$ cat src/rtl/solver_pkg.sv
// ----------------------------------------------------------------------------
// solver_pkg
// Shared definitions for the solver run monitor: run-state encoding, error
// code values, the default system clock rate used to derive the watchdog
// limit, and a helper that sizes channel-select fields.
// ----------------------------------------------------------------------------
package solver_pkg;

    typedef enum logic [1:0] {
        IDLE   = 2'd0,
        RUN    = 2'd1,
        FINISH = 2'd2,
        FAULT  = 2'd3
    } state_t;

    localparam logic [1:0] ERR_NONE    = 2'b00;
    localparam logic [1:0] ERR_CH      = 2'b01;
    localparam logic [1:0] ERR_TIMEOUT = 2'b10;

    // One second of watchdog at the board clock.
    localparam longint unsigned CLK_HZ = 64'd125000000;

    // Width of a channel index; a single channel still needs one bit.
    function automatic int sel_width(input int n);
        return (n > 1) ? $clog2(n) : 1;
    endfunction

endpackage

$ cat src/rtl/solver_run_monitor_if.sv
// ----------------------------------------------------------------------------
// solver_run_monitor_if
// Bundle between the run monitor and its NUM_CH solver channels.
//   ChStart  : one-cycle launch pulse, monitor -> solvers
//   ChDone   : per-channel done level, solvers -> monitor
//   ChError  : per-channel error level, solvers -> monitor
//   ChAnswer : packed answers, channel i at [i*ANS_W +: ANS_W]
// master = monitor side, slave = solver side.
// ----------------------------------------------------------------------------
interface solver_run_monitor_if #(
    parameter int NUM_CH = 4,
    parameter int ANS_W  = 64
);
    logic                      ChStart;
    logic [NUM_CH-1:0]         ChDone;
    logic [NUM_CH-1:0]         ChError;
    logic [NUM_CH*ANS_W-1:0]   ChAnswer;

    modport master (
        output ChStart,
        input  ChDone,
        input  ChError,
        input  ChAnswer
    );

    modport slave (
        input  ChStart,
        output ChDone,
        output ChError,
        output ChAnswer
    );
endinterface

$ cat src/rtl/solver_channel_capture.sv
// ----------------------------------------------------------------------------
// solver_channel_capture
// One channel's result holder: a complete flag plus the answer and the cycle
// count at which the channel first reported done. Only the first capture of
// a run is kept; clr wipes the channel when a new run is launched.
//   Clk, Rst  : clock, synchronous active-high reset
//   clr       : start of a new run, clears flag and captures
//   cap_en    : capture ans_in/cyc_in and set complete (parent gates with
//               ~complete, so this fires once per run)
//   ans_in    : channel answer
//   cyc_in    : current run cycle count
//   complete  : channel has completed this run
//   answer    : captured answer
//   cycles    : captured completion cycle
// ----------------------------------------------------------------------------
module solver_channel_capture #(
    parameter int ANS_W = 64,
    parameter int CYC_W = 40
) (
    input  logic             Clk,
    input  logic             Rst,
    input  logic             clr,
    input  logic             cap_en,
    input  logic [ANS_W-1:0] ans_in,
    input  logic [CYC_W-1:0] cyc_in,
    output logic             complete,
    output logic [ANS_W-1:0] answer,
    output logic [CYC_W-1:0] cycles
);

    always_ff @(posedge Clk) begin
        if (Rst || clr) begin
            complete <= 1'b0;
            answer   <= '0;
            cycles   <= '0;
        end else if (cap_en) begin
            complete <= 1'b1;
            answer   <= ans_in;
            cycles   <= cyc_in;
        end
    end

endmodule

$ cat src/rtl/solver_run_monitor.sv
// ----------------------------------------------------------------------------
// solver_run_monitor
// Launches NUM_CH puzzle solvers together, timestamps each channel's first
// done, latches its answer, runs a cycle watchdog and reports the board-level
// Done/Error outcome. Results stay readable through the RdSel port.
//   Clk, Rst   : clock, synchronous active-high reset
//   Start      : launch a run (ignored while a run is in progress)
//   ch         : solver bundle (ChStart out; ChDone/ChError/ChAnswer in)
//   RdSel      : readback channel select
//   RdAnswer   : captured answer of RdSel (0 if out of range)
//   RdCycles   : captured completion cycle of RdSel (0 if out of range)
//   RdValid    : RdSel completed this run
//   Busy       : run in progress
//   Done       : sticky, every channel completed without error
//   Error      : sticky, channel error or watchdog expiry
//   ErrCode    : ERR_NONE / ERR_CH / ERR_TIMEOUT
//   ErrCh      : lowest failing channel, 0 on timeout
// ----------------------------------------------------------------------------
module solver_run_monitor
    import solver_pkg::*;
#(
    parameter int              NUM_CH  = 4,
    parameter int              ANS_W   = 64,
    parameter int              CYC_W   = 40,
    parameter longint unsigned TIMEOUT = CLK_HZ,
    localparam int             SEL_W   = sel_width(NUM_CH)
) (
    input  logic                 Clk,
    input  logic                 Rst,
    input  logic                 Start,
    solver_run_monitor_if.master ch,
    input  logic [SEL_W-1:0]     RdSel,
    output logic [ANS_W-1:0]     RdAnswer,
    output logic [CYC_W-1:0]     RdCycles,
    output logic                 RdValid,
    output logic                 Busy,
    output logic                 Done,
    output logic                 Error,
    output logic [1:0]           ErrCode,
    output logic [SEL_W-1:0]     ErrCh
);

    localparam logic [CYC_W-1:0] CNT_MAX = '1;
    // Counter value of the last cycle the watchdog allows.
    localparam logic [CYC_W-1:0] TO_LAST = (TIMEOUT == 0) ? '0 : CYC_W'(TIMEOUT - 1);

    state_t             state_q, state_d;
    logic [CYC_W-1:0]   cnt_q;
    logic               chstart_q;
    logic               done_q;
    logic               error_q;
    logic [1:0]         errcode_q;
    logic [SEL_W-1:0]   errch_q;

    logic               start_run;
    logic               sample;
    logic [NUM_CH-1:0]  done_hit;
    logic [NUM_CH-1:0]  err_hit;
    logic [NUM_CH-1:0]  cap_en;
    logic [NUM_CH-1:0]  complete;
    logic               all_done;
    logic               any_err;
    logic               timeout_hit;
    logic [SEL_W-1:0]   low_err;

    logic [ANS_W-1:0]   ans_arr [NUM_CH];
    logic [CYC_W-1:0]   cyc_arr [NUM_CH];

    // Channel levels are only trusted from the second RUN cycle on, so levels
    // still standing from the previous run cannot complete the new one.
    always_comb begin
        start_run   = Start && (state_q != RUN);
        sample      = (state_q == RUN) && (cnt_q != '0);
        done_hit    = sample ? ch.ChDone  : '0;
        err_hit     = sample ? ch.ChError : '0;
        cap_en      = done_hit & ~complete;
        all_done    = &(complete | done_hit);
        any_err     = |err_hit;
        // Incompleteness is judged before this cycle's captures, so a channel
        // finishing exactly on the last allowed cycle still times out.
        timeout_hit = (TIMEOUT != 0) && (state_q == RUN) &&
                      (cnt_q == TO_LAST) && !(&complete);
        low_err     = '0;
        for (int i = NUM_CH - 1; i >= 0; i--) begin
            if (err_hit[i]) begin
                low_err = SEL_W'(i);
            end
        end
    end

    always_comb begin
        state_d = state_q;
        case (state_q)
            IDLE, FINISH, FAULT: begin
                if (Start) begin
                    state_d = RUN;
                end
            end
            RUN: begin
                if (any_err || timeout_hit) begin
                    state_d = FAULT;
                end else if (all_done) begin
                    state_d = FINISH;
                end
            end
            default: state_d = IDLE;
        endcase
    end

    always_ff @(posedge Clk) begin
        if (Rst) begin
            state_q   <= IDLE;
            cnt_q     <= '0;
            chstart_q <= 1'b0;
            done_q    <= 1'b0;
            error_q   <= 1'b0;
            errcode_q <= ERR_NONE;
            errch_q   <= '0;
        end else begin
            state_q   <= state_d;
            chstart_q <= start_run;
            if (start_run) begin
                cnt_q     <= '0;
                done_q    <= 1'b0;
                error_q   <= 1'b0;
                errcode_q <= ERR_NONE;
                errch_q   <= '0;
            end else if (state_q == RUN) begin
                if (cnt_q != CNT_MAX) begin
                    cnt_q <= cnt_q + 1'b1;
                end
                if (any_err) begin
                    error_q   <= 1'b1;
                    errcode_q <= ERR_CH;
                    errch_q   <= low_err;
                end else if (timeout_hit) begin
                    error_q   <= 1'b1;
                    errcode_q <= ERR_TIMEOUT;
                    errch_q   <= '0;
                end else if (all_done) begin
                    done_q <= 1'b1;
                end
            end
        end
    end

    for (genvar g = 0; g < NUM_CH; g++) begin : g_ch
        solver_channel_capture #(
            .ANS_W (ANS_W),
            .CYC_W (CYC_W)
        ) u_cap (
            .Clk      (Clk),
            .Rst      (Rst),
            .clr      (start_run),
            .cap_en   (cap_en[g]),
            .ans_in   (ch.ChAnswer[g*ANS_W +: ANS_W]),
            .cyc_in   (cnt_q),
            .complete (complete[g]),
            .answer   (ans_arr[g]),
            .cycles   (cyc_arr[g])
        );
    end

    // Selects beyond the last channel match nothing and read back as zero.
    always_comb begin
        RdAnswer = '0;
        RdCycles = '0;
        RdValid  = 1'b0;
        for (int i = 0; i < NUM_CH; i++) begin
            if (RdSel == SEL_W'(i)) begin
                RdAnswer = ans_arr[i];
                RdCycles = cyc_arr[i];
                RdValid  = complete[i];
            end
        end
    end

    assign ch.ChStart = chstart_q;
    assign Busy       = (state_q == RUN);
    assign Done       = done_q;
    assign Error      = error_q;
    assign ErrCode    = errcode_q;
    assign ErrCh      = errch_q;

endmodule

$ cat src/flat_wrapper.sv
// flat-port wrapper written by rule: the top's interface ports become plain ports
module solver_run_monitor_flat import solver_pkg::*;
#(
    parameter int              NUM_CH  = 4,
    parameter int              ANS_W   = 64,
    parameter int              CYC_W   = 40,
    parameter longint unsigned TIMEOUT = CLK_HZ,
    localparam int             SEL_W   = sel_width(NUM_CH)
)
  (Clk, Rst, Start, RdSel, RdAnswer, RdCycles, RdValid, Busy, Done, Error, ErrCode, ErrCh, ch_ChStart, ch_ChDone, ch_ChError, ch_ChAnswer);
  solver_run_monitor_if #(.NUM_CH(NUM_CH), .ANS_W(ANS_W)) ch_i ();
  input  logic Clk;
  input  logic Rst;
  input  logic Start;
  input  logic [SEL_W-1:0] RdSel;
  output logic [ANS_W-1:0] RdAnswer;
  output logic [CYC_W-1:0] RdCycles;
  output logic RdValid;
  output logic Busy;
  output logic Done;
  output logic Error;
  output logic [1:0] ErrCode;
  output logic [SEL_W-1:0] ErrCh;
  output wire logic [$bits(ch_i.ChStart)-1:0] ch_ChStart;
  input wire logic [$bits(ch_i.ChDone)-1:0] ch_ChDone;
  input wire logic [$bits(ch_i.ChError)-1:0] ch_ChError;
  input wire logic [$bits(ch_i.ChAnswer)-1:0] ch_ChAnswer;
  assign ch_ChStart = ch_i.ChStart;
  assign ch_i.ChDone = ch_ChDone;
  assign ch_i.ChError = ch_ChError;
  assign ch_i.ChAnswer = ch_ChAnswer;
  solver_run_monitor #(.NUM_CH(NUM_CH), .ANS_W(ANS_W), .CYC_W(CYC_W), .TIMEOUT(TIMEOUT)) u_core (.Clk(Clk), .Rst(Rst), .Start(Start), .ch(ch_i), .RdSel(RdSel), .RdAnswer(RdAnswer), .RdCycles(RdCycles), .RdValid(RdValid), .Busy(Busy), .Done(Done), .Error(Error), .ErrCode(ErrCode), .ErrCh(ErrCh));
endmodule
$ cat config.mk
export PLATFORM = sky130hd
export DESIGN_NAME = solver_run_monitor_flat
export DESIGN_NICKNAME = d
export VERILOG_FILES = /design/src/rtl/solver_pkg.sv /design/src/rtl/solver_run_monitor_if.sv /design/src/rtl/solver_channel_capture.sv /design/src/rtl/solver_run_monitor.sv /design/src/flat_wrapper.sv
export SDC_FILE = /design/constraint.sdc
export NUM_CORES = 1
export LEC_CHECK = 0
export BUFFER_PORTS_ARGS = -buffer_cell sky130_fd_sc_hd__buf_2
export CAP_MARGIN = 20
export CORE_ASPECT_RATIO = 0.9
export CORE_MARGIN = 10
export CORE_UTILIZATION = 45
export DETAILED_ROUTE_END_ITERATION = 8
export GPL_TIMING_DRIVEN = 0
export PLACE_DENSITY = 0.7
export RECOVER_POWER = 100
export SLEW_MARGIN = 10
export SYNTH_ARGS = -nofsm -noshare
export SYNTH_HDL_FRONTEND = slang
export SYNTH_HIERARCHICAL = 1
export SYNTH_SLANG_ARGS = --single-unit
$ cat constraint.sdc
create_clock -name Clk -period 3 [get_ports Clk]
set_clock_uncertainty 0.05 [all_clocks]
set_input_delay 0.6 -clock Clk [delete_from_list [all_inputs] [get_ports Clk]]
set_output_delay 0.6 -clock Clk [all_outputs]
set_load 0.1 [all_outputs]
==> qor.txt <==
Status: finished, violations left
Failing checks: setup timing
WL final: 64.7 mm
Crit path max fanout: 10
Register Area: 0.00939 mm^2
Setup-failing EPs final: 3
Largest net degree at the start of global routing: 20
Via count: 15,400
Postcts setup bufs: 0
Syn nets: 2,072
Multi-input gate area: 0.00966 mm^2
Total global routing overflow: 0
CTS tree: built
Critical Path Start Type: primary input
Hold_buf cts: 0
Crit. End Element: output pin
Antenna violations before repair: 20
Worst-Margin Slew: 1.30 ns
Async S/R FF share, synth: 0%
Longest Clk Path Bufs: 3
Flop2flop setup slack: 0.12 ns
Filler Cell Count: 3,834
Mapped Area: 0.0200 mm^2
Pre-CTS setup slack: -1.08 ns
Gr usage total: 23.4%
VDD IR max: 0.000424 V
Crit path cell chain: clkbuf_2 -> clkbuf_4 -> clkbuf_2 -> mux4_2 -> buf_2
Mean Syn Cell Area: 11.1 um^2
Num CTS Buffers: 50
Met2 wire len: 31.3 mm
RSZ-0062 raised after global routing: yes
H-tree Lvls: 2
Drt initial violations: 1,144
Pre-antenna DRT Iters: 7
DR vias/cell: 5.34
Crit path kind: in2out
Netlist cell types: 53
I/O pins: 382
HP Class: in2reg
Delay-heaviest family, CP: buffers and inverters
Slowest stage delay, CP: 0.43 ns
Total leakage power: 9.04 nW
Die Height: 220 um
# clock sinks: 469
Post-DP HPWL: 47.2 mm
Ys Warns: 6
Relative max-transition margin: 13.7%
Critical Path RT: 2.35 ns
DR WL/cell: 22.4 um
ANT nets after route: 0
Clk_lat worst skew: 0.59 ns
Sequential share of the synthesized area: 47.0%
First-pass GRT wire length: 96.1 mm
WL met3: 4.89 mm
Metal1 wirelength: 26.6 mm
Post-route setup slack: -0.00384 ns
P per Cell Area: 579 mW/mm^2
Fin. Hold Viols: 0
Routability congestion estimate from global placement: 0.919
NumNets Final: 2,502
Top cell by count, worst path: clkbuf_2
Final Instance Area: 0.0246 mm^2
Cells after Synth: 1,801
Area grow syn2layout: 23.2%
Fin crit share: 100%
DRC violations left: 0
Die area: 0.0532 mm^2
Crit path DAT: 2.35 ns
Crit-path slowest cell: buf_2
Final-report max-slew violation count: 0
Primary FF master, synth: dfxtp_1
Area of placed instances: 0.0226 mm^2
WP buf/inv: 4
Die X: 242 um
Core Area: 0.0440 mm^2
Highest routed metal layer: met5
Initial core utilization: 45.4%
Row count: 73
CTS root buffer: clkbuf_16
EDFF count, synth: 0
Layout cell share with drive strength beyond 1: 30.3%
Clock period minus worst slack: 3.00 ns
Port Buffer Count: 379
Max-cap violation count: 0
Number of global-route vias before repair: 15,500
Clk pin slew, worst setup/hold paths: 0.06 ns
FF+latch count, synth: 469
F_max: 333 MHz
report_power, final:
group	internal, W	total [W]	switching [W]
sequential	0.00627	0.00629	0.0000239
combinational	0.000406	0.00108	0.000670
clock	0.00429	0.00689	0.00260
total	0.0110	0.0143	0.00329
stage by stage:
stage,setup TNS (ns),power [W],hold WS (ns),util [%],instances
final,-0.00766,0.0143,0.193,55.9,2890
after CTS,0,0.0144,0.168,55.8,2871
after global routing,-0.195,0.0147,0.176,55.9,2883
after floorplan,0,0.00705,0.405,-,1801
after detailed placement,-71.44,0.00750,0.406,51.4,2780
after global placement,-68.28,0.00749,0.397,51.4,2780
Yosys cell counts (2+ instances only):
cell | number | area share (%)
nor4_1 | 12 | 0.38
a31o_2 | 2 | 0.088
clkbuf_1 | 38 | 0.71
nand2_1 | 25 | 0.47
nor3b_1 | 6 | 0.23
xnor2_1 | 5 | 0.22
xor2_1 | 27 | 1.2
buf_2 | 37 | 0.93
nor4_2 | 2 | 0.13
mux4_2 | 105 | 12
nor3_1 | 11 | 0.28
dfxtp_1 | 469 | 47
and2_1 | 2 | 0.063
and3_1 | 4 | 0.13
o21ai_0 | 6 | 0.15
and3_2 | 3 | 0.11
mux2i_1 | 416 | 21
a21oi_1 | 9 | 0.23
ha_1 | 2 | 0.13
buf_1 | 6 | 0.11
or3_1 | 3 | 0.094
inv_1 | 7 | 0.13
or4_1 | 5 | 0.19
nor2_1 | 469 | 8.8
a21o_1 | 2 | 0.075
nand3b_1 | 2 | 0.075
buf_6 | 49 | 2.8
and4_1 | 4 | 0.18
nand3_1 | 22 | 0.55
o211ai_1 | 2 | 0.075
o32ai_1 | 2 | 0.088
nand4_1 | 23 | 0.72
or2_1 | 4 | 0.13
worst register-to-register path, delay by kind of cell, from the launching register on:
kind            cells  cell delay (ns)
buf+inv             4             0.81
simple gates        4             1.07
compound gates      1             0.19
flops               1             0.44
mux                 1             0.20
cell families (layout without fill, tap and decap cells):
group	after synthesis	count (layout)	synth area share [%]
simple gates	607	607	13.0
other cells	0	19	0
buf+inv	139	609	4.70
xor+xnor	32	32	1.40
mux	521	521	32.7
flops	469	469	47.0
compound gates	31	31	1.11
fa+ha+maj	2	2	0.125
repair_timing:
action,4_1_cts,5_1_grt
endpoints found under the setup margin,106,430
gates cloned,0,0
resized for setup,43,12
routing by layer:
layer | up-vias | GRT usage [%]
met1 | 7549 | 29.0
met5 | - | 0
met3 | 104 | 5.99
li1 | 7192 | -
met4 | 6 | 8.61
met2 | 578 | 38.8
sequential cells by signal, summed over array words and instances (netlist names):
register,flops
u_core/ErrCh,2
u_core/g_ch.u_cap/answer,256
u_core/ch.ChStart,1
u_core/cnt_q,40
u_core/Error,1
u_core/ErrCode,2
u_core/g_ch.u_cap/complete,4
u_core/state_q,2
u_core/g_ch.u_cap/cycles,160
u_core/Done,1
area by class of cell:
cell class / count / share of cell area, %
Inverter: 8 / 0.122
Sequential cell: 469 / 38.1
Antenna cell: 19 / 0.193
Clock buffer: 70 / 6.12
Clock inverter: 22 / 1.46
Tap cell: 600 / 3.05
Buffer: 130 / 3.82
Multi-Input combinational cell: 1193 / 39.2
Timing Repair Buffer: 379 / 7.87
cells in the final DEF, fill, tap and decap left out, drive strengths merged, types with 6 or more instances in the layout:
master	instances
inv	13
and3	7
or4	6
nand3	23
mux2i	416
clkinv	7
nor4	14
buf	442
nor3b	6
nor3	11
dfxtp	469
clkbuf	137
o21ai	6
nand2	25
nor2	470
xor2	27
diode	19
nand4	24
mux4	105
bufinv	9
a21oi	9
path summary, 6_finish.rpt:
kind / startpoint / end / cells after the start
max: RdSel[1] / RdAnswer[48] / 5
min: ch_ChAnswer[161] / u_core/g_ch[2].u_cap/answer[33] / 3
max reg2reg: u_core/cnt_q[17] / u_core/g_ch[1].u_cap/answer[30] / 10
min reg2reg: u_core/Error / u_core/Error / 1
Note: power is estimated with default switching activity, not from simulation.
